`config.mk`:
```
export PLATFORM = sky130hd
export DESIGN_NAME = multiplier_datapath
export DESIGN_NICKNAME = d
export VERILOG_FILES = /design/src/rtl/multiplier_datapath.sv
export SDC_FILE = /design/constraint.sdc
export NUM_CORES = 1
export LEC_CHECK = 0
export BUFFER_PORTS_ARGS = -buffer_cell sky130_fd_sc_hd__buf_2
export CORE_ASPECT_RATIO = 1.25
export CORE_MARGIN = 5
export CORE_UTILIZATION = 46
export DETAILED_ROUTE_END_ITERATION = 8
export PLACE_DENSITY = 0.76
export SLEW_MARGIN = 25
export SYNTH_ARGS = -nofsm -noshare
export SYNTH_HDL_FRONTEND = slang
export SYNTH_SLANG_ARGS = --single-unit
```
`constraint.sdc`:
```
create_clock -name Clk -period 1.7 [get_ports Clk]
set_input_delay 0.085 -clock Clk [delete_from_list [all_inputs] [get_ports Clk]]
set_output_delay 0.085 -clock Clk [all_outputs]
set_load 0.02 [all_outputs]
```
`src/rtl/multiplier_datapath.sv`:
```
// Register/adder datapath of the signed shift-add multiplier: X:A:B registers, WIDTH+1-bit adder.
// Optional shift counter and Done flag are built when MULT_DP_SHIFT_COUNT_EN is defined.
module multiplier_datapath #(
    parameter int WIDTH = 8
) (
    input  logic             Clk,
    input  logic             Reset,
    input  logic             Clr_Ld,
    input  logic             Add,
    input  logic             Sub,
    input  logic             Shift,
    input  logic [WIDTH-1:0] S,
    output logic [WIDTH-1:0] Aval,
    output logic [WIDTH-1:0] Bval,
    output logic             X,
    output logic             M,
    output logic             Done
);

    localparam int AW = WIDTH + 1;

    logic signed [WIDTH-1:0] a_q, a_d;
    logic        [WIDTH-1:0] b_q, b_d;
    logic                    x_q, x_d;
    logic signed [AW-1:0]    sum_p0;

    function automatic logic signed [AW-1:0] sext(input logic signed [WIDTH-1:0] v);
        return {v[WIDTH-1], v};
    endfunction

    // Overflow beyond AW bits wraps and is discarded; sign-extended operands never need it.
    function automatic logic signed [AW-1:0] addsub(input logic signed [WIDTH-1:0] a,
                                                     input logic signed [WIDTH-1:0] s,
                                                     input logic                    sub);
        logic signed [AW-1:0] op;
        op = sub ? ~sext(s) : sext(s);
        return sext(a) + op + {{(AW-1){1'b0}}, sub};
    endfunction

    // Sub outranks Add, so Sub alone selects the adder mode.
    assign sum_p0 = addsub(a_q, $signed(S), Sub);

    always_comb begin
        a_d = a_q;
        b_d = b_q;
        x_d = x_q;
        if (Clr_Ld) begin
            a_d = '0;
            x_d = 1'b0;
            b_d = S;
        end else if (Sub || Add) begin
            if (b_q[0]) begin
                {x_d, a_d} = sum_p0;
            end
        end else if (Shift) begin
            a_d = {x_q, a_q[WIDTH-1:1]};
            b_d = {a_q[0], b_q[WIDTH-1:1]};
        end
    end

    // Registered stage: every output comes straight from these flops.
    always_ff @(posedge Clk) begin
        if (Reset) begin
            a_q <= '0;
            b_q <= '0;
            x_q <= 1'b0;
        end else begin
            a_q <= a_d;
            b_q <= b_d;
            x_q <= x_d;
        end
    end

    assign Aval = a_q;
    assign Bval = b_q;
    assign X    = x_q;
    assign M    = b_q[0];

`ifdef MULT_DP_SHIFT_COUNT_EN
    localparam int            CW      = $clog2(WIDTH + 1);
    localparam logic [CW-1:0] CNT_MAX = CW'(WIDTH);

    logic [CW-1:0] cnt_q, cnt_d;
    logic          done_q, done_d;

    // Only a Shift that actually executes counts; the counter saturates at WIDTH.
    always_comb begin
        cnt_d = cnt_q;
        if (Clr_Ld) begin
            cnt_d = '0;
        end else if (!(Sub || Add) && Shift && (cnt_q != CNT_MAX)) begin
            cnt_d = cnt_q + CW'(1);
        end
        done_d = (cnt_d == CNT_MAX);
    end

    always_ff @(posedge Clk) begin
        if (Reset) begin
            cnt_q  <= '0;
            done_q <= 1'b0;
        end else begin
            cnt_q  <= cnt_d;
            done_q <= done_d;
        end
    end

    assign Done = done_q;
`else
    assign Done = 1'b0;
`endif

endmodule

```
==> flow_summary.ini <==
[status]
status = complete, no violations

[clocking]
clockRootBuffer = clkbuf_4
numCtsBuffers = 3
htreeDepth = 1
clkSlewWorstSetupHoldPaths_ps = 110
clock_latency_ps = 300
cts.sinks = 17
cts_tree = yes
cts.path.max_buffers = 2

[power]
pwr-share-clk = 0.231
peakVddDrop_uv = 470.5
cell_internal_pwr_uw = 664.5
switchingPower_uw = 344.8
p_leak_nw = 0.7466
share_seq_of_total_power = 0.425
pwr_density_cell_nw_per_um2 = 631.7
power_frac_comb = 0.344
switching_share = 0.3416

[worst_hold_path]
hold_path_class = in2reg
holdPathStages = 3
min_to = Bval[4]$_SDFFE_PP0P_
hp-start = S[4]

[timing]
final.setup_skew_ps = 4.683
hold_viol_final = 0
rsz0062_at_grt = yes
fin_crit_ps = 1670
fin_crit_sh = 0.9824
finalMaxSlewViolations = 0
worst_pin_slew_ps = 617.5
fmax_ghz = 0.5988
setup_violations = 0
tns_ps = 0
slew_headroom = 0.5874

[synth]
synth_area_um2 = 1200
synth_edf_count = 0
synth_top_cell_area_share = 0.2836
synth.distinct_cells = 36
ys_seq_elements = 17
yosysWarnings = 0
synth_top_cell_by_area = dfxtp_1
synth_cells = 138
yosys.cell_count.top_type = dfxtp_1
ys_seq_area_frac = 0.2836
syn_avg_cell_area_um2 = 8.695
synthTopCellsByArea = dfxtp_1 (28%), mux2i_1 (9.2%), mux2_2 (8.4%), ha_1 (8.3%), xor2_1 (6.6%)
synthFlopType = dfxtp_1
synthesis.nets = 161
async_flop_share = 0
synth_commonest_cells = dfxtp_1 (17), nor2_1 (14), mux2i_1 (11), nand2_1 (11), a21oi_1 (10)

[die]
fp.dieH_um = 67.10
num_rows = 20
die_area_um2 = 3736
core_um2 = 2477
start_util = 0.4843
chipWidth_um = 55.68
pin_count = 33

[place]
port_buffers = 31
gp_congestion = 0.8778
place_inst = 211
dp.final_hpwl_um = 2467

[grt]
grt_pass1_vias = 1231
grt_pass1_wl_um = 5361
grt_max_degree = 14
grt_util_all_layers = 0.1764
antenna_found_initial = 0
grt-ovfl-total = 0

[layout]
antenna_cells = 0
drive_gt1_frac = 0.4341
syn_to_final_growth_pct = 33.16
final-instance-count-excl-fill = 215
fin_nets = 206

[setup_path]
crit_fanout = 4
cp.arrival_ps = 1900
crit_chain = ha_4 > nand4_1 > o22ai_2 > mux2i_1 > or4_1 > a31oi_1
reg2regPathDepth = 6
r2r_slack_ps = 30
critPathKind = reg2reg
end_kind = register
regToRegStartpoint = Aval[2]$_SDFFE_PP0P_
cp-start-kind = register
r2r_end = Aval[7]$_SDFFE_PP0P_
cpPeakStageDelay_ps = 460
cp.required_ps = 1930
slowest_stage = or4_1

[routing]
wl_um = 3273
wl_per_cell_um = 15.22
drtIter0Drc = 38
drc_errors = 0
firstDrtPassIters = 4
ant_nets = 0
routed-via-count = 1196
viasPerCell = 5.563

[job]
maxCapViolations = 0
## worst max-delay path by stage
stage | start | to | slack [ps] | cells past startpoint
3_3_place_gp | Sub | Aval[7]$_SDFFE_PP0P_ | -90 | 8
3_5_place_dp | Sub | Aval[7]$_SDFFE_PP0P_ | -170 | 8
2_1_floorplan | Sub | Aval[7]$_SDFFE_PP0P_ | -20 | 8
4_1_cts | Aval[2]$_SDFFE_PP0P_ | Aval[7]$_SDFFE_PP0P_ | 3 | 6
5_1_grt | Aval[2]$_SDFFE_PP0P_ | Aval[7]$_SDFFE_PP0P_ | -50 | 6
6_report | Aval[2]$_SDFFE_PP0P_ | Aval[7]$_SDFFE_PP0P_ | 30 | 6
## power groups by stage
stage                     sequential (mW)  clock [mW]  combinational [mW]
final                               0.429       0.233               0.347
after global routing                0.431       0.247               0.376
after CTS                           0.430       0.232               0.333
after detailed placement            0.440           0               0.315
after global placement              0.437           0               0.305
after floorplan                     0.460           0               0.190
## stage by stage
step | setup slack (ps) | hold WS, ps | power, mW | utilization | area, um^2
after detailed placement | -173.8 | 352.8 | 0.7542 | 0.6035 | 1495
after floorplan | -17.39 | 191.1 | 0.6497 | - | 1222
after CTS | 2.654 | 44.95 | 0.9946 | 0.6328 | 1568
after global placement | -93.56 | 346.4 | 0.7424 | 0.6035 | 1495
final | 29.94 | 50.83 | 1.009 | 0.6449 | 1598
after global routing | -54.17 | 75.43 | 1.054 | 0.6449 | 1598
## cells in the final DEF (no fill, tap or decap), types with 3 or more instances in the layout
cell	n
a21oi_1	7
buf_2	31
buf_4	16
clkbuf_4	3
dfxtp_1	12
dfxtp_2	3
ha_1	4
ha_4	4
inv_1	4
mux2_2	9
mux2i_1	10
nand2_1	10
nor2_1	14
o21ai_0	8
xnor2_1	3
xor2_1	9
## state kept, by name, indices dropped and copies added (netlist names)
signal  flops
Aval        8
X           1
Bval        8
## what timing repair did
item	CTS	global route
gates resized for setup	5	8
buffers inserted	1	0
hold buffers	0	0
pin swaps	5	6
endpoints found under the setup margin	1	5
## worst max-delay path, delay by kind of cell (launching register included)
| kind | cells | cell delay (ps) |
|---|---|---|
| AOI/OAI and AO/OA | 2 | 280 |
| DFF | 1 | 380 |
| and+or+nand+nor | 2 | 560 |
| adders and majority gates | 1 | 290 |
| muxes | 1 | 90 |
## routing by layer
layer	vias up	GRT usage	part of all wire
li1	576	-	-
met5	-	0	0
met1	581	0.1991	0.41
met3	6	0.02132	0.048
met2	33	0.3417	0.53
met4	0	0.05775	0.011
## kinds of logic after synthesis
logic type	count (synthesis)	synth area share
simple gates	37	0.1397
compound gates	31	0.1606
mux	20	0.1762
flops	17	0.2836
xor+xnor	12	0.08760
buf+inv	11	0.04900
fa+ha+maj	9	0.1001
other cells	1	0.003125
## area by class of cell
class                   instances  area (um^2)
repair buffers                 47        275.3
clock buffers                   4        26.28
multi-input cells             110        888.4
inverters                       4        15.01
flip-flops and latches         17        351.6
well taps                      33        41.29
fillers                       223        879.6
(Power assumes the default switching activity.)
